`src/rtl/fir_output_stage_pkg.sv`:
```
// Shared defaults and saturation helpers for the FIR output path.
// Used by the output stage, its interface and its testbench.
package fir_output_stage_pkg;

  localparam int DATA_WIDTH_DEF = 24;
  localparam int OUT_WIDTH_DEF  = 16;
  localparam int SAT_CNT_WIDTH  = 16;

  typedef logic [SAT_CNT_WIDTH-1:0] sat_count_t;

  function automatic longint sat_max(input int w);
    return (longint'(1) <<< (w - 1)) - 1;
  endfunction

  function automatic longint sat_min(input int w);
    return -(longint'(1) <<< (w - 1));
  endfunction

endpackage

```
`src/rtl/fir_output_stage_if.sv`:
```
// Valid/ready links of the output stage: FIR core -> stage (iv_din side), stage -> sink (ov_dout side).
// The slave modport is the stage; the master modport is whoever drives both links.
interface fir_output_stage_if
  import fir_output_stage_pkg::*;
#(
  parameter int DATA_WIDTH = DATA_WIDTH_DEF,
  parameter int OUT_WIDTH  = OUT_WIDTH_DEF
);
  logic signed [DATA_WIDTH-1:0] iv_din;
  logic                         i_din_valid;
  logic                         o_ready;
  logic signed [OUT_WIDTH-1:0]  ov_dout;
  logic                         o_dout_valid;
  logic                         i_ready;

  modport slave (
    input  iv_din, i_din_valid, i_ready,
    output o_ready, ov_dout, o_dout_valid
  );

  modport master (
    output iv_din, i_din_valid, i_ready,
    input  o_ready, ov_dout, o_dout_valid
  );
endinterface

```
`src/rtl/sync_fifo_fwft.sv`:
```
// First-word-fall-through FIFO: the head word is on dout whenever empty is low.
// Pointers wrap naturally because DEPTH is a power of two.
module sync_fifo_fwft #(
  parameter int WIDTH = 16,
  parameter int DEPTH = 8
) (
  input  logic                   clk,
  input  logic                   rst,
  input  logic                   wr_en,
  input  logic [WIDTH-1:0]       din,
  output logic                   full,
  input  logic                   rd_en,
  output logic [WIDTH-1:0]       dout,
  output logic                   empty,
  output logic [$clog2(DEPTH):0] count
);
  localparam int AW = $clog2(DEPTH);

  logic [WIDTH-1:0] r_mem [DEPTH];
  logic [AW-1:0]    r_wr_ptr;
  logic [AW-1:0]    r_rd_ptr;
  logic [AW:0]      r_count;

  always_ff @(posedge clk or posedge rst) begin
    if (rst) begin
      r_wr_ptr <= '0;
      r_rd_ptr <= '0;
      r_count  <= '0;
    end else begin
      if (wr_en) r_wr_ptr <= r_wr_ptr + 1'b1;
      if (rd_en) r_rd_ptr <= r_rd_ptr + 1'b1;
      case ({wr_en, rd_en})
        2'b10:   r_count <= r_count + 1'b1;
        2'b01:   r_count <= r_count - 1'b1;
        default: r_count <= r_count;
      endcase
    end
  end

  // Storage carries no reset so it maps onto distributed RAM.
  always_ff @(posedge clk) begin
    if (wr_en) r_mem[r_wr_ptr] <= din;
  end

  assign empty = (r_count == '0);
  assign full  = (r_count == (AW + 1)'(DEPTH));
  assign count = r_count;
  assign dout  = empty ? '0 : r_mem[r_rd_ptr];

endmodule

```
`src/rtl/fir_output_stage.sv`:
```
// FIR output conditioning: decimate, round half up, saturate to OUT_WIDTH, buffer in a FWFT FIFO.
// Latency from input accept to FIFO head is two cycles.
module fir_output_stage
  import fir_output_stage_pkg::*;
#(
  parameter int DATA_WIDTH   = DATA_WIDTH_DEF,
  parameter int OUT_WIDTH    = OUT_WIDTH_DEF,
  parameter int SHIFT        = 8,
  parameter int DECIM_FACTOR = 1,
  parameter int FIFO_DEPTH   = 8
) (
  input  logic         i_clk,
  input  logic         i_rst,
  input  logic         i_en,
  fir_output_stage_if.slave bus,
  output logic         o_sat,
  output sat_count_t   ov_sat_count
);
  localparam int CNT_W  = (DECIM_FACTOR > 1) ? $clog2(DECIM_FACTOR) : 1;
  localparam int FCNT_W = $clog2(FIFO_DEPTH) + 1;
  localparam logic [CNT_W-1:0]          CNT_LAST = CNT_W'(DECIM_FACTOR - 1);
  localparam logic signed [DATA_WIDTH:0] SAT_HI  = (DATA_WIDTH + 1)'(sat_max(OUT_WIDTH));
  localparam logic signed [DATA_WIDTH:0] SAT_LO  = (DATA_WIDTH + 1)'(sat_min(OUT_WIDTH));
  localparam logic signed [DATA_WIDTH:0] ROUND_K = (DATA_WIDTH + 1)'(longint'(1) <<< (SHIFT - 1));

  logic [CNT_W-1:0]            r_decim_cnt;
  logic                        r_stage_valid;
  logic signed [OUT_WIDTH-1:0] r_stage_data;
  logic                        r_sat;
  sat_count_t                  r_sat_count;

  logic                        w_accept;
  logic                        w_keep;
  logic                        w_push;
  logic                        w_pop;
  logic                        w_fifo_full;
  logic                        w_fifo_empty;
  logic [FCNT_W-1:0]           w_fifo_count;
  logic [FCNT_W:0]             w_occupancy;
  logic signed [DATA_WIDTH:0]  w_ext;
  logic signed [DATA_WIDTH:0]  w_sum;
  logic signed [DATA_WIDTH:0]  w_shifted;
  logic signed [OUT_WIDTH-1:0] w_result;
  logic                        w_clamp;

  // The stage register holds a reserved FIFO slot, so it never has to stall.
  assign w_occupancy  = {1'b0, w_fifo_count} + {{FCNT_W{1'b0}}, r_stage_valid};
  assign bus.o_ready  = ~i_rst & (w_occupancy < (FCNT_W + 1)'(FIFO_DEPTH));

  assign w_accept = i_en & bus.i_din_valid & bus.o_ready;
  assign w_keep   = w_accept & (r_decim_cnt == '0);
  assign w_push   = i_en & r_stage_valid;
  assign w_pop    = i_en & bus.o_dout_valid & bus.i_ready;

  assign w_ext     = {bus.iv_din[DATA_WIDTH-1], bus.iv_din};
  assign w_sum     = w_ext + ROUND_K;
  assign w_shifted = w_sum >>> SHIFT;

  always_comb begin
    w_clamp  = 1'b0;
    w_result = w_shifted[OUT_WIDTH-1:0];
    if (w_shifted > SAT_HI) begin
      w_result = OUT_WIDTH'(SAT_HI);
      w_clamp  = 1'b1;
    end else if (w_shifted < SAT_LO) begin
      w_result = OUT_WIDTH'(SAT_LO);
      w_clamp  = 1'b1;
    end
  end

  always_ff @(posedge i_clk or posedge i_rst) begin
    if (i_rst) begin
      r_decim_cnt   <= '0;
      r_stage_valid <= 1'b0;
      r_stage_data  <= '0;
      r_sat         <= 1'b0;
      r_sat_count   <= '0;
    end else if (i_en) begin
      if (w_accept) r_decim_cnt <= (r_decim_cnt == CNT_LAST) ? '0 : r_decim_cnt + 1'b1;
      r_stage_valid <= w_keep;
      r_sat         <= w_keep & w_clamp;
      if (w_keep) r_stage_data <= w_result;
      if (w_keep && w_clamp && (r_sat_count != '1)) r_sat_count <= r_sat_count + 1'b1;
    end
  end

  sync_fifo_fwft #(
    .WIDTH (OUT_WIDTH),
    .DEPTH (FIFO_DEPTH)
  ) u_fifo (
    .clk   (i_clk),
    .rst   (i_rst),
    .wr_en (w_push),
    .din   (r_stage_data),
    .full  (w_fifo_full),
    .rd_en (w_pop),
    .dout  (bus.ov_dout),
    .empty (w_fifo_empty),
    .count (w_fifo_count)
  );

  assign bus.o_dout_valid = ~w_fifo_empty;
  assign o_sat            = r_sat;
  assign ov_sat_count     = r_sat_count;

  a_no_push_full: assert property (@(posedge i_clk) disable iff (i_rst) !(w_push && w_fifo_full));
  a_no_pop_empty: assert property (@(posedge i_clk) disable iff (i_rst) !(w_pop && w_fifo_empty));

endmodule
```
`src/flat_wrapper.sv`:
```
// flat-port wrapper written by rule: the top's interface ports become plain ports
module fir_output_stage_flat import fir_output_stage_pkg::*;
#(
  parameter int DATA_WIDTH   = DATA_WIDTH_DEF,
  parameter int OUT_WIDTH    = OUT_WIDTH_DEF,
  parameter int SHIFT        = 8,
  parameter int DECIM_FACTOR = 1,
  parameter int FIFO_DEPTH   = 8
)
  (i_clk, i_rst, i_en, o_sat, ov_sat_count, bus_iv_din, bus_i_din_valid, bus_i_ready, bus_o_ready, bus_ov_dout, bus_o_dout_valid);
  fir_output_stage_if #(.DATA_WIDTH(DATA_WIDTH), .OUT_WIDTH(OUT_WIDTH)) bus_i ();
  input  logic i_clk;
  input  logic i_rst;
  input  logic i_en;
  output logic o_sat;
  output sat_count_t ov_sat_count;
  input wire logic [$bits(bus_i.iv_din)-1:0] bus_iv_din;
  input wire logic [$bits(bus_i.i_din_valid)-1:0] bus_i_din_valid;
  input wire logic [$bits(bus_i.i_ready)-1:0] bus_i_ready;
  output wire logic [$bits(bus_i.o_ready)-1:0] bus_o_ready;
  output wire logic [$bits(bus_i.ov_dout)-1:0] bus_ov_dout;
  output wire logic [$bits(bus_i.o_dout_valid)-1:0] bus_o_dout_valid;
  assign bus_i.iv_din = bus_iv_din;
  assign bus_i.i_din_valid = bus_i_din_valid;
  assign bus_i.i_ready = bus_i_ready;
  assign bus_o_ready = bus_i.o_ready;
  assign bus_ov_dout = bus_i.ov_dout;
  assign bus_o_dout_valid = bus_i.o_dout_valid;
  fir_output_stage #(.DATA_WIDTH(DATA_WIDTH), .OUT_WIDTH(OUT_WIDTH), .SHIFT(SHIFT), .DECIM_FACTOR(DECIM_FACTOR), .FIFO_DEPTH(FIFO_DEPTH)) u_core (.i_clk(i_clk), .i_rst(i_rst), .i_en(i_en), .bus(bus_i), .o_sat(o_sat), .ov_sat_count(ov_sat_count));
endmodule
```
`config.mk`:
```
export PLATFORM = sky130hd
export DESIGN_NAME = fir_output_stage_flat
export DESIGN_NICKNAME = d
export VERILOG_FILES = /design/src/rtl/fir_output_stage_pkg.sv /design/src/rtl/fir_output_stage_if.sv /design/src/rtl/sync_fifo_fwft.sv /design/src/rtl/fir_output_stage.sv /design/src/flat_wrapper.sv
export SDC_FILE = /design/constraint.sdc
export NUM_CORES = 1
export LEC_CHECK = 0
export CORE_MARGIN = 2
export CORE_UTILIZATION = 57
export DETAILED_ROUTE_END_ITERATION = 8
export DONT_BUFFER_PORTS = 1
export MAX_ROUTING_LAYER = met4
export PLACE_DENSITY = 0.8
export REMOVE_ABC_BUFFERS = 1
export SYNTH_ARGS = -nofsm -noshare
export SYNTH_HDL_FRONTEND = slang
export SYNTH_SLANG_ARGS = --single-unit
```
`constraint.sdc`:
```
create_clock -name i_clk -period 2.8 [get_ports i_clk]
set_input_delay 0.28 -clock i_clk [delete_from_list [all_inputs] [get_ports i_clk]]
set_output_delay 0.28 -clock i_clk [all_outputs]
set_load 0.02 [all_outputs]
```
# Yosys cells after proc, flatten, opt, wreduce, memory -nomap -nowiden
# Memories as Yosys holds them, arrays and structs flattened.
# Cells that the tools add are included.
word_totals:
  register_bits: 45
  latchBits: 0
  ramBits: 128
  romBits: 0
  n_memories: 1
classes:
  n_addsub: 8
  n_mul: 0
  div_mod_pow: 0
  order_cmp: 3
  n_eq_ne: 3
  shift: 0
  muxes: 9
  bitwise_logic: 11
  reduce_logical: 7
mem_list:
  columns: ["name", "words", "width", "rd", "rd_ports_with_merged_regs", "wr", "line", "text"]
  rows:
  - ["u_core.u_fifo.r_mem", 8, 16, 1, 0, 1, "sync_fifo_fwft.sv:19", "logic [WIDTH-1:0] r_mem [DEPTH];"]
op_table:
  columns: ["operator", "count"]
  rows:
  - ["16-bit two-way mux", 3]
  - ["24-bit by 9-bit adder with 25-bit output (second input constant)", 1]
  - ["17-bit by 16-bit > comparator with 1-bit output (second input constant)", 1]
  - ["17-bit by 16-bit < comparator with 1-bit output (second input constant)", 1]
  - ["16-bit by 1-bit adder with 16-bit output (second input constant)", 1]
  - ["16-bit != test (second input constant)", 1]
  - ["1-bit bitwise AND", 8]
  - ["4-bit one-hot mux with 2 select lines", 1]
  - ["3-bit by 1-bit adder with 3-bit output (second input constant)", 2]
  - ["2-bit AND reduction", 3]
  - ["4-bit by 1-bit adder with 5-bit output", 1]
  - ["5-bit by 4-bit < comparator with 1-bit output (second input constant)", 1]
  - ["1-bit two-way mux", 5]
  - ["4-bit by 1-bit adder with 4-bit output (second input constant)", 1]
  - ["4-bit logical NOT", 1]
  - ["4-bit by 1-bit subtractor with 4-bit output (second input constant)", 1]
  - ["1-bit NOT", 3]
  - ["2-bit by 1-bit == test with 1-bit output (second input constant)", 1]
  - ["2-bit == test (second input constant)", 1]
  - ["1-bit logical AND", 2]
  - ["2-bit nonzero test", 1]
  - ["1-bit adder (second input constant)", 1]

# Depth between registers and ports, before layout
# Gate-level depths: netlist of the first run.
logic_depth:
  ltp_word: 8
  mapped_depth: 11

# Cells and area by module
# Synthesis of the first run repeated with hierarchy kept, for this count alone.
hier_totals:
  cells_unflattened: 454
  area_unflattened_um2: 7433.4
modules_own_cells:
  columns: ["mod", "instances", "cells_each", "area_each_um2", "seq_area_each_um2"]
  rows:
  - ["sync_fifo_fwft", 1, 250, 5526.6, 4093.9]
  - ["fir_output_stage", 1, 204, 1906.8, 850.8]

# Worst setup path after synthesis of the first run
# Ideal clock, no wire load.
synth_timing:
  path_kind: "register to register"
  from: "reg u_core.r_stage_valid"
  to: "mem u_core.u_fifo.r_mem[2][0], enable pin"
  setup_time_ns: 0.436
  arrival_time_ns: 2.366
  required_time_ns: 2.364
  slack_ns: -0.002
  stages_incl_launch_ff: 3
  path_buffers: 0
  cell_sequence: "dfrtp_1 > nand2_1 > nor4b_1"
synth_between:
  elab_chain_len: 3
synth_rtl:
  columns: ["element", "line", "text"]
  rows:
  - ["start: declaration", "fir_output_stage.sv:27", "logic r_stage_valid;"]
  - ["start signal: assignment", "fir_output_stage.sv:80", "r_stage_valid <= w_keep;"]
  - ["1-bit bitwise AND", "fir_output_stage.sv:52", "assign w_push = i_en & r_stage_valid;"]
  - ["1-bit two-way mux", "sync_fifo_fwft.sv:42", "if (wr_en) r_mem[r_wr_ptr] <= din;"]
  - ["1-bit two-way mux (implied by the code)", "sync_fifo_fwft.sv:42", null]
  - ["end: declaration", "sync_fifo_fwft.sv:19", null]
# Every way passes these cells.

# Final worst setup path of the first run
layout_timing:
  from: "reg u_core.u_fifo.r_count[0], in the netlist u_core.u_fifo.count[0]"
  to: "reg u_core.u_fifo.r_count[3], in the netlist u_core.u_fifo.count[3]"
layout_between:
  elab_chain_len: 6
  word_cells_on_any_way: 10
layout_rtl:
  columns: ["element", "line", "text"]
  rows:
  - ["start: declaration", "sync_fifo_fwft.sv:22", "logic [AW:0] r_count;"]
  - ["start signal: assignment", "sync_fifo_fwft.sv:33", "2'b10: r_count <= r_count + 1'b1;"]
  - ["start signal: assignment", "sync_fifo_fwft.sv:34", "2'b01: r_count <= r_count - 1'b1;"]
  - ["start signal: assignment", "sync_fifo_fwft.sv:35", "default: r_count <= r_count;"]
  - ["4-bit logical NOT", "sync_fifo_fwft.sv:45", "assign empty = (r_count == '0);"]
  - ["1-bit NOT", "fir_output_stage.sv:102", "assign bus.o_dout_valid = ~w_fifo_empty;"]
  - ["1-bit bitwise AND (2 in series)", "fir_output_stage.sv:53", "assign w_pop = i_en & bus.o_dout_valid & bus.i_ready;"]
  - ["2-bit by 1-bit == test with 1-bit output or 2-bit == test (tied branches)", "sync_fifo_fwft.sv:32", "case ({wr_en, rd_en})"]
  - ["4-bit one-hot mux with 2 select lines or 2-bit nonzero test (tied branches)", null, null]
# Several ways; a longest one is shown, not always the timed one.
# A chain may end at the register's enable or synchronous reset.

==> results of run 1 <==
-- registers in the layout, indices dropped and copies added, names as in the netlist --
register                flops
u_core.r_stage_valid        1
u_core.u_fifo.r_rd_ptr      3
u_core.o_sat                1
u_core.r_stage_data        16
u_core.u_fifo.r_wr_ptr      3
u_core.u_fifo.r_mem       128
u_core.u_fifo.count         4
u_core.ov_sat_count        16
-- logic make-up after synthesis --
logic type,count (synthesis)
simple gates,131
flops,172
mux,53
buf+inv,25
fa+ha+maj,8
compound gates,24
xor+xnor,36
-- synth_stat cells (2+ instances only) --
cell,instances
sky130_fd_sc_hd__nor4_1,5
sky130_fd_sc_hd__nand4_2,2
sky130_fd_sc_hd__inv_1,7
sky130_fd_sc_hd__nor2_1,38
sky130_fd_sc_hd__nor3b_1,2
sky130_fd_sc_hd__a21oi_1,15
sky130_fd_sc_hd__and2_1,2
sky130_fd_sc_hd__clkbuf_1,11
sky130_fd_sc_hd__buf_1,5
sky130_fd_sc_hd__nand2_1,20
sky130_fd_sc_hd__xnor2_1,19
sky130_fd_sc_hd__mux4_2,32
sky130_fd_sc_hd__nor2_2,5
sky130_fd_sc_hd__xor2_1,17
sky130_fd_sc_hd__mux2_2,3
sky130_fd_sc_hd__nor3_1,7
sky130_fd_sc_hd__dfrtp_1,44
sky130_fd_sc_hd__and4_1,4
sky130_fd_sc_hd__nor4b_1,2
sky130_fd_sc_hd__nand3_1,18
sky130_fd_sc_hd__edfxtp_1,128
sky130_fd_sc_hd__o21ai_0,6
sky130_fd_sc_hd__mux2i_1,17
sky130_fd_sc_hd__ha_1,7
sky130_fd_sc_hd__nand4_1,13
sky130_fd_sc_hd__and3_1,3
-- worst register-to-register path, stage by stage (launching register included) --
cell and delay [ps]:
sky130_fd_sc_hd__dfrtp_1 470, sky130_fd_sc_hd__nor4_4 350, sky130_fd_sc_hd__inv_2 60, sky130_fd_sc_hd__and3_1 240, sky130_fd_sc_hd__ha_1 250, sky130_fd_sc_hd__ha_1 280, sky130_fd_sc_hd__a21o_1 170, sky130_fd_sc_hd__a21oi_1 190
sky130_fd_sc_hd__xnor2_1 140, sky130_fd_sc_hd__nor2_1 60, sky130_fd_sc_hd__xor2_1 140
-- cell type report --
cell class	instances	share of cell area [%]
inverters	8	0.363
well taps	172	2.60
flip-flops and latches	172	59.8
clock buffers	21	5.69
repair buffers	20	2.36
multi-input cells	252	27.3
clock inverters	11	1.88
-- per-stage QoR --
| stage | setup WS [ps] | util (%) | power, mW | setup TNS [ps] |
|---|---|---|---|---|
| floorplan | -244 | - | 5.12 | -274 |
| global placement | 427 | 60.8 | 5.63 | 0 |
| detailed placement | 340 | 60.8 | 5.73 | 0 |
| CTS | 301 | 66.0 | 8.20 | 0 |
| global route | 226 | 66.0 | 8.48 | 0 |
| finish | 341 | 66.0 | 8.13 | 0 |
-- power breakdown --
| group | internal, mW | leakage, nW | switching (mW) |
|---|---|---|---|
| combinational | 0.869 | 0.944 | 1.02 |
| clock | 1.49 | 0.305 | 0.973 |
| sequential | 3.28 | 1.69 | 0.496 |
| total | 5.64 | 2.94 | 2.49 |
-- layer usage --
layer	track usage, %	vias to the layer above	share of wire (%)
met5	-	-	0
li1	-	1776	-
met1	28.0	2016	39
met2	37.8	160	51
met4	9.49	0	3.1
met3	8.55	28	7.2
-- timing repair --
item	4_1_cts	5_1_grt
endpoints found under the hold margin	20	0
endpoints found under the setup margin	0	0
hold buffers	3	0
-- worst paths after layout --
path                                              to  slack (ps)  cells past startpoint
max                           u_core.u_fifo.count[3]         340                     10
min                        u_core.u_fifo.r_wr_ptr[2]          30                      2
max reg2reg                   u_core.u_fifo.count[3]         340                     10
min reg2reg                u_core.u_fifo.r_rd_ptr[1]         570                      1
max in group asynchronous     u_core.ov_sat_count[0]        1710                      3
min in group asynchronous     u_core.r_stage_data[0]         350                      2
==> impl_metrics.prom, run 1 <==
# TYPE chip_impl_metric gauge
chip_impl_metric{name="timing.critical_path.required",unit="ps"} 3100
chip_impl_metric{name="critical_path.n_buffers_inverters",unit=""} 1
chip_impl_metric{name="synth.yosys.warnings",unit=""} 0
chip_impl_metric{name="routed_via_density",unit=""} 6.07
chip_impl_metric{name="post-route-drc-count",unit=""} 0
chip_impl_metric{name="synth-compound-area-share",unit="%"} 1.74
chip_impl_metric{name="post_synthesis_sequential_area_ratio",unit="%"} 68.2
chip_impl_metric{name="synth.top_cell.area_share",unit="%"} 53.0
chip_impl_metric{name="cap_violations",unit=""} 0
chip_impl_info{name="worst-setup-path-type",value="flip-flop to flip-flop"} 1
chip_impl_metric{name="drtAntennaViolNets",unit=""} 0
chip_impl_metric{name="synth_xor_xnor_area_share",unit="%"} 4.35
chip_impl_metric{name="finalCriticalPeriod",unit="ps"} 2460
chip_impl_metric{name="antenna_cells",unit=""} 0
chip_impl_metric{name="routed_wire_length_per_instance",unit="um"} 21.9
chip_impl_metric{name="tritoncts.num_buffers",unit=""} 17
chip_impl_info{name="cp_top_family",value="simple AND/OR/NAND/NOR gates"} 1
chip_impl_metric{name="timing.max_slew.rel_slack",unit="%"} 55.8
chip_impl_info{name="timing.critical_path.to_type",value="flip-flop"} 1
chip_impl_metric{name="multi_input_area",unit="mm^2"} 0.00225
chip_impl_metric{name="syn_area",unit="mm^2"} 0.00725
chip_impl_metric{name="synth.mux.area_fraction",unit="%"} 12.9
chip_impl_metric{name="timing.critical_path.slowest_cell_delay",unit="ps"} 470
chip_impl_metric{name="post_synth_fa_ha_maj_area_fraction",unit="%"} 1.48
chip_impl_info{name="worst_path_max_delay_cell",value="sky130_fd_sc_hd__dfrtp_1"} 1
chip_impl_info{name="clock-root-buffer",value="sky130_fd_sc_hd__clkbuf_16"} 1
chip_impl_metric{name="postSynth.asyncResetShare",unit="%"} 25.6
chip_impl_metric{name="layout.filler_cells",unit=""} 904
chip_impl_info{name="regToRegStartpoint",value="u_core.u_fifo.count[0]"} 1
chip_impl_metric{name="worst_ep_arrival_time",unit="ps"} 2760
chip_impl_metric{name="initial_core_util",unit="%"} 57.9
chip_impl_info{name="status",value="complete, no violations"} 1
chip_impl_metric{name="dp_hpwl",unit="um"} 8980
chip_impl_info{name="worstHoldStart",value="i_en"} 1
chip_impl_metric{name="gp_routability_congestion",unit=""} 0.827
chip_impl_metric{name="routed-via-count",unit=""} 3980
chip_impl_metric{name="synth.lib_cells_used.distinct",unit=""} 43
chip_impl_metric{name="finish.instance_area",unit="mm^2"} 0.00827
chip_impl_metric{name="core",unit="mm^2"} 0.0125
chip_impl_info{name="critical_path.startpoint_type",value="flip-flop"} 1
chip_impl_metric{name="std_cell_rows",unit=""} 41
chip_impl_metric{name="synth_simple_gate_area_share",unit="%"} 9.95
chip_impl_metric{name="register_area",unit="mm^2"} 0.00495
chip_impl_info{name="layout.cells.most_common",value="sky130_fd_sc_hd__edfxtp_1"} 1
chip_impl_metric{name="grt_util_all_layers",unit="%"} 23.8
chip_impl_info{name="cts_tree",value="yes"} 1
chip_impl_metric{name="syn_to_final_growth",unit="%"} 14.0
chip_impl_info{name="path_cells",value="nor4_4 > inv_2 > and3_1 > ha_1 > ha_1 > a21o_1 > a21oi_1 > xnor2_1 > nor2_1 > xor2_1"} 1
chip_impl_info{name="synth_top_family_by_area",value="multiplexers"} 1
chip_impl_info{name="worst_setup_path_startpoint",value="u_core.u_fifo.count[0]"} 1
chip_impl_metric{name="synth_area_per_cell",unit="um^2"} 16.2
chip_impl_metric{name="synth_edf_count",unit=""} 128
chip_impl_metric{name="io_buffers",unit=""} 0
chip_impl_metric{name="synth_seq_cells",unit=""} 172
chip_impl_metric{name="ctsLongestPathBuffers",unit=""} 2
chip_impl_metric{name="skew_pair_late_insertion_delay",unit="ps"} 430
chip_impl_metric{name="path_max_fanout",unit=""} 6
chip_impl_metric{name="max_slew.worst_pin.slew",unit="ps"} 658
chip_impl_metric{name="drive_above_1_share",unit="%"} 21.7
chip_impl_metric{name="post_cts_buffers",unit=""} 0
chip_impl_metric{name="num_io_pins",unit=""} 64
chip_impl_metric{name="post-route-period-util",unit="%"} 87.8
chip_impl_metric{name="cts_num_sinks",unit=""} 172
chip_impl_metric{name="final.hold.worst_slack",unit="ps"} 26.8
chip_impl_metric{name="final_cells",unit=""} 656
chip_impl_metric{name="hold_viol_final",unit=""} 0
chip_impl_metric{name="cts_resized",unit=""} 0
chip_impl_info{name="yosys.area.top_type",value="sky130_fd_sc_hd__edfxtp_1"} 1
chip_impl_metric{name="power_density",unit="mW/mm^2"} 983
chip_impl_metric{name="p_leak",unit="nW"} 2.94
chip_impl_metric{name="cts.clk_slew.worst_paths",unit="ps"} 60
chip_impl_metric{name="die_h",unit="um"} 117
chip_impl_metric{name="grt_first_pass_wirelength",unit="um"} 22500
chip_impl_metric{name="htree_levels",unit=""} 4
chip_impl_metric{name="grt_remaining_overflow",unit=""} 0
chip_impl_metric{name="max_freq",unit="MHz"} 407
chip_impl_metric{name="detail_route.wirelength",unit="um"} 14400
chip_impl_metric{name="ir_drop",unit="mV"} 0.561
chip_impl_info{name="ys.flop_type",value="sky130_fd_sc_hd__edfxtp_1"} 1
chip_impl_metric{name="placed_cells",unit=""} 621
chip_impl_info{name="cell_occurring_most_often_along_the_worst_timing_path",value="sky130_fd_sc_hd__ha_1"} 1
chip_impl_metric{name="dpl-instance-area",unit="mm^2"} 0.00761
chip_impl_metric{name="initial_antenna_violation_count",unit=""} 0
chip_impl_metric{name="number_of_global_route_vias_before_repair",unit=""} 4131
chip_impl_metric{name="drc_marker_count_from_the_first_detailed_route_iteration",unit=""} 373
chip_impl_metric{name="die-area",unit="mm^2"} 0.0136
chip_impl_metric{name="finalSetupViolCount",unit=""} 0
chip_impl_metric{name="finClkSkew",unit="ps"} 7.86
chip_impl_metric{name="finalMaxSlewViolations",unit=""} 0
chip_impl_info{name="grt_setup_unrepaired",value="no"} 1
chip_impl_metric{name="drt_pass1_iterations",unit=""} 5
chip_impl_info{name="hold_path.class",value="primary input to flip-flop"} 1
chip_impl_info{name="commonest_cells_after_routing_fill_and_taps_aside",value="sky130_fd_sc_hd__edfxtp_1 (128), sky130_fd_sc_hd__dfrtp_1 (43), sky130_fd_sc_hd__nor2_1 (38)"} 1
chip_impl_metric{name="die_width",unit="um"} 117
chip_impl_metric{name="grt_max_degree",unit=""} 33
chip_impl_info{name="synth.top_cells.by_area",value="sky130_fd_sc_hd__edfxtp_1 (53%), sky130_fd_sc_hd__dfrtp_1 (15%), sky130_fd_sc_hd__mux4_2 (9.9%)"} 1
chip_impl_metric{name="syn-instance-count",unit=""} 449
chip_impl_metric{name="nets",unit=""} 508
Note: power is estimated with default switching activity, not from simulation.
==> run 2, diff against run 1 <==
--- a/config.mk
+++ b/config.mk
@@ -9,7 +9,6 @@
 export CORE_UTILIZATION = 57
 export DETAILED_ROUTE_END_ITERATION = 8
 export DONT_BUFFER_PORTS = 1
-export MAX_ROUTING_LAYER = met4
 export PLACE_DENSITY = 0.8
 export REMOVE_ABC_BUFFERS = 1
 export SYNTH_ARGS = -nofsm -noshare
==> run 2 against run 1 <==
  * Non-clock buffer count unchanged
  * Critical endpoint unchanged
  * Clock skew shrank 1.7 ps
  * Sequential power barely moved
  * Clock power about the same
==> impl_metrics.prom, run 2 (synthesized netlist as in run 1, its figures left out) <==
# TYPE chip_impl_metric gauge
chip_impl_info{name="status",value="complete, no violations"} 1
chip_impl_metric{name="max_slew.worst_pin.slew",unit="ps"} 674
chip_impl_metric{name="timing.max_slew.rel_slack",unit="%"} 54.8
chip_impl_metric{name="tritoncts.num_buffers",unit=""} 17
chip_impl_metric{name="finClkSkew",unit="ps"} 6.16
chip_impl_metric{name="cts_num_sinks",unit=""} 172
chip_impl_metric{name="max_freq",unit="MHz"} 404
chip_impl_info{name="clock-root-buffer",value="sky130_fd_sc_hd__clkbuf_16"} 1
chip_impl_metric{name="p_leak",unit="nW"} 2.94
chip_impl_metric{name="core",unit="mm^2"} 0.0125
chip_impl_metric{name="detail_route.wirelength",unit="um"} 14400
chip_impl_metric{name="io_buffers",unit=""} 0
chip_impl_metric{name="finalMaxSlewViolations",unit=""} 0
chip_impl_metric{name="routed_via_density",unit=""} 6.10
chip_impl_metric{name="drive_above_1_share",unit="%"} 21.7
chip_impl_metric{name="largest_register_ffs",unit=""} 128
chip_impl_metric{name="syn_to_final_growth",unit="%"} 14.0
chip_impl_metric{name="multi_input_area",unit="mm^2"} 0.00225
chip_impl_metric{name="drtAntennaViolNets",unit=""} 0
chip_impl_metric{name="nets",unit=""} 508
chip_impl_metric{name="finalSetupViolCount",unit=""} 0
chip_impl_metric{name="post-route-period-util",unit="%"} 88.3
chip_impl_metric{name="drc_marker_count_from_the_first_detailed_route_iteration",unit=""} 383
chip_impl_metric{name="grt.met2_usage",unit="%"} 37.8
chip_impl_metric{name="initial_core_util",unit="%"} 57.9
chip_impl_metric{name="timing.critical_path.slowest_cell_delay",unit="ps"} 480
chip_impl_metric{name="die_h",unit="um"} 117
chip_impl_metric{name="globalRouteMet3Util",unit="%"} 8.81
chip_impl_metric{name="finalCriticalPeriod",unit="ps"} 2470
chip_impl_info{name="hold_path.class",value="primary input to flip-flop"} 1
chip_impl_metric{name="htree_levels",unit=""} 4
chip_impl_info{name="cts_tree",value="yes"} 1
chip_impl_info{name="globalRoute.busiestLayer",value="met2"} 1
chip_impl_metric{name="power_density",unit="mW/mm^2"} 983
chip_impl_info{name="cell_occurring_most_often_along_the_worst_timing_path",value="sky130_fd_sc_hd__ha_1"} 1
chip_impl_metric{name="routed-via-count",unit=""} 4000
chip_impl_metric{name="path_max_fanout",unit=""} 6
chip_impl_metric{name="cts.clk_slew.worst_paths",unit="ps"} 60
chip_impl_metric{name="hold_viol_final",unit=""} 0
chip_impl_metric{name="dp_hpwl",unit="um"} 8980
chip_impl_metric{name="skew_pair_late_insertion_delay",unit="ps"} 430
chip_impl_metric{name="setup-tns-final",unit="ps"} 0
chip_impl_metric{name="routed_wire_length_per_instance",unit="um"} 22.0
chip_impl_info{name="path_cells",value="nor4_4 > inv_2 > and3_1 > ha_1 > ha_1 > a21o_1 > a21oi_1 > xnor2_1 > nor2_1 > xor2_1"} 1
chip_impl_info{name="timing.critical_path.to_type",value="flip-flop"} 1
chip_impl_metric{name="register_area",unit="mm^2"} 0.00495
chip_impl_info{name="layout.cells.most_common",value="sky130_fd_sc_hd__edfxtp_1"} 1
chip_impl_info{name="critical_path.startpoint_type",value="flip-flop"} 1
chip_impl_metric{name="grt_util_all_layers",unit="%"} 23.1
chip_impl_info{name="worst-setup-path-type",value="flip-flop to flip-flop"} 1
chip_impl_metric{name="std_cell_rows",unit=""} 41
chip_impl_metric{name="initial_antenna_violation_count",unit=""} 0
chip_impl_info{name="commonest_cells_after_routing_fill_and_taps_aside",value="sky130_fd_sc_hd__edfxtp_1 (128), sky130_fd_sc_hd__dfrtp_1 (43), sky130_fd_sc_hd__nor2_1 (38)"} 1
chip_impl_info{name="worst_path_max_delay_cell",value="sky130_fd_sc_hd__dfrtp_1"} 1
chip_impl_metric{name="final.hold.worst_slack",unit="ps"} 21.9
chip_impl_metric{name="worst_ep_arrival_time",unit="ps"} 2780
chip_impl_metric{name="gp_routability_congestion",unit=""} 0.815
chip_impl_metric{name="post-route-drc-count",unit=""} 0
chip_impl_metric{name="antenna_cells",unit=""} 0
chip_impl_metric{name="cts_resized",unit=""} 0
chip_impl_metric{name="grt_remaining_overflow",unit=""} 0
chip_impl_metric{name="drt_pass1_iterations",unit=""} 5
chip_impl_metric{name="grt_first_pass_wirelength",unit="um"} 22500
chip_impl_metric{name="ir_drop",unit="mV"} 0.563
chip_impl_metric{name="num_io_pins",unit=""} 64
chip_impl_metric{name="timing.critical_path.required",unit="ps"} 3110
chip_impl_metric{name="die-area",unit="mm^2"} 0.0136
chip_impl_metric{name="met1_track_demand_over_resource",unit="%"} 27.9
chip_impl_metric{name="die_width",unit="um"} 117
chip_impl_metric{name="layout.filler_cells",unit=""} 904
chip_impl_metric{name="grt_max_degree",unit=""} 33
chip_impl_metric{name="cap_violations",unit=""} 0
chip_impl_info{name="top_register",value="u_core.u_fifo.r_mem"} 1
chip_impl_metric{name="ctsLongestPathBuffers",unit=""} 2
chip_impl_metric{name="number_of_global_route_vias_before_repair",unit=""} 4151
chip_impl_info{name="grt_setup_unrepaired",value="no"} 1
run 2: cell counts in the layout (fill, tap and decap cells not counted):
No cell type changed its count.
run 2: per-layer routing:
layer  up-vias  share of wire [%]
met5         -                  0
met4         0                3.2
met3        30                7.7
met2       175                 51
met1      2019                 38
li1       1776                  -
run 2: repair_timing:
item                      in CTS  in global routing
hold buffers                   3                  0
setup buffers                  0                  0
hold endpoints to repair      20                  0
run 2: worst paths after layout:
check / startpoint / to / slack (ps) / cells past startpoint
min in group asynchronous: i_rst / u_core.r_stage_data[0] / 340 / 2
worst min-delay path: i_en / u_core.u_fifo.r_wr_ptr[2] / 20 / 2
max in group asynchronous: i_rst / u_core.ov_sat_count[4] / 1720 / 3
worst min register to register: u_core.u_fifo.r_rd_ptr[1] / u_core.u_fifo.r_rd_ptr[1] / 570 / 1
worst max register to register: u_core.u_fifo.count[0] / u_core.u_fifo.count[3] / 330 / 10
worst max-delay path: u_core.u_fifo.count[0] / u_core.u_fifo.count[3] / 330 / 10
run 2: critical path, delay by kind of cell, from the launching register on:
kind | cells | cell delay (ps)
buffers and inverters | 1 | 60
and+or+nand+nor | 3 | 660
adders and majority gates | 2 | 530
DFF | 1 | 480
AOI/OAI and AO/OA | 2 | 360
xor gates and xnor gates | 2 | 280
run 2: where the power goes:
part,switching [mW],total [mW],internal [mW]
logic,1.02,1.89,0.869
clock network,0.972,2.46,1.49
registers,0.495,3.77,3.28
total,2.49,8.13,5.64
run 2: metrics by stage:
stage               setup WS (ps)  cell area, um^2  instances  power [mW]  util (%)
global placement              427             7610        621        5.63      60.8
CTS                           301             8270        656        8.20      66.0
finish                        327             8270        656        8.13      66.0
global route                  224             8270        656        8.48      66.0
floorplan                    -244             7180        432        5.12         -
detailed placement            340             7610        621        5.73      60.8
run 2: final cells by class:
cell class | instances | share of cell area [%]
clock buffer | 21 | 5.69
inverter | 8 | 0.363
tap | 172 | 2.60
clock inverter | 11 | 1.88
multi-input combinational | 252 | 27.3
timing repair buffer | 20 | 2.36
sequential | 172 | 59.8
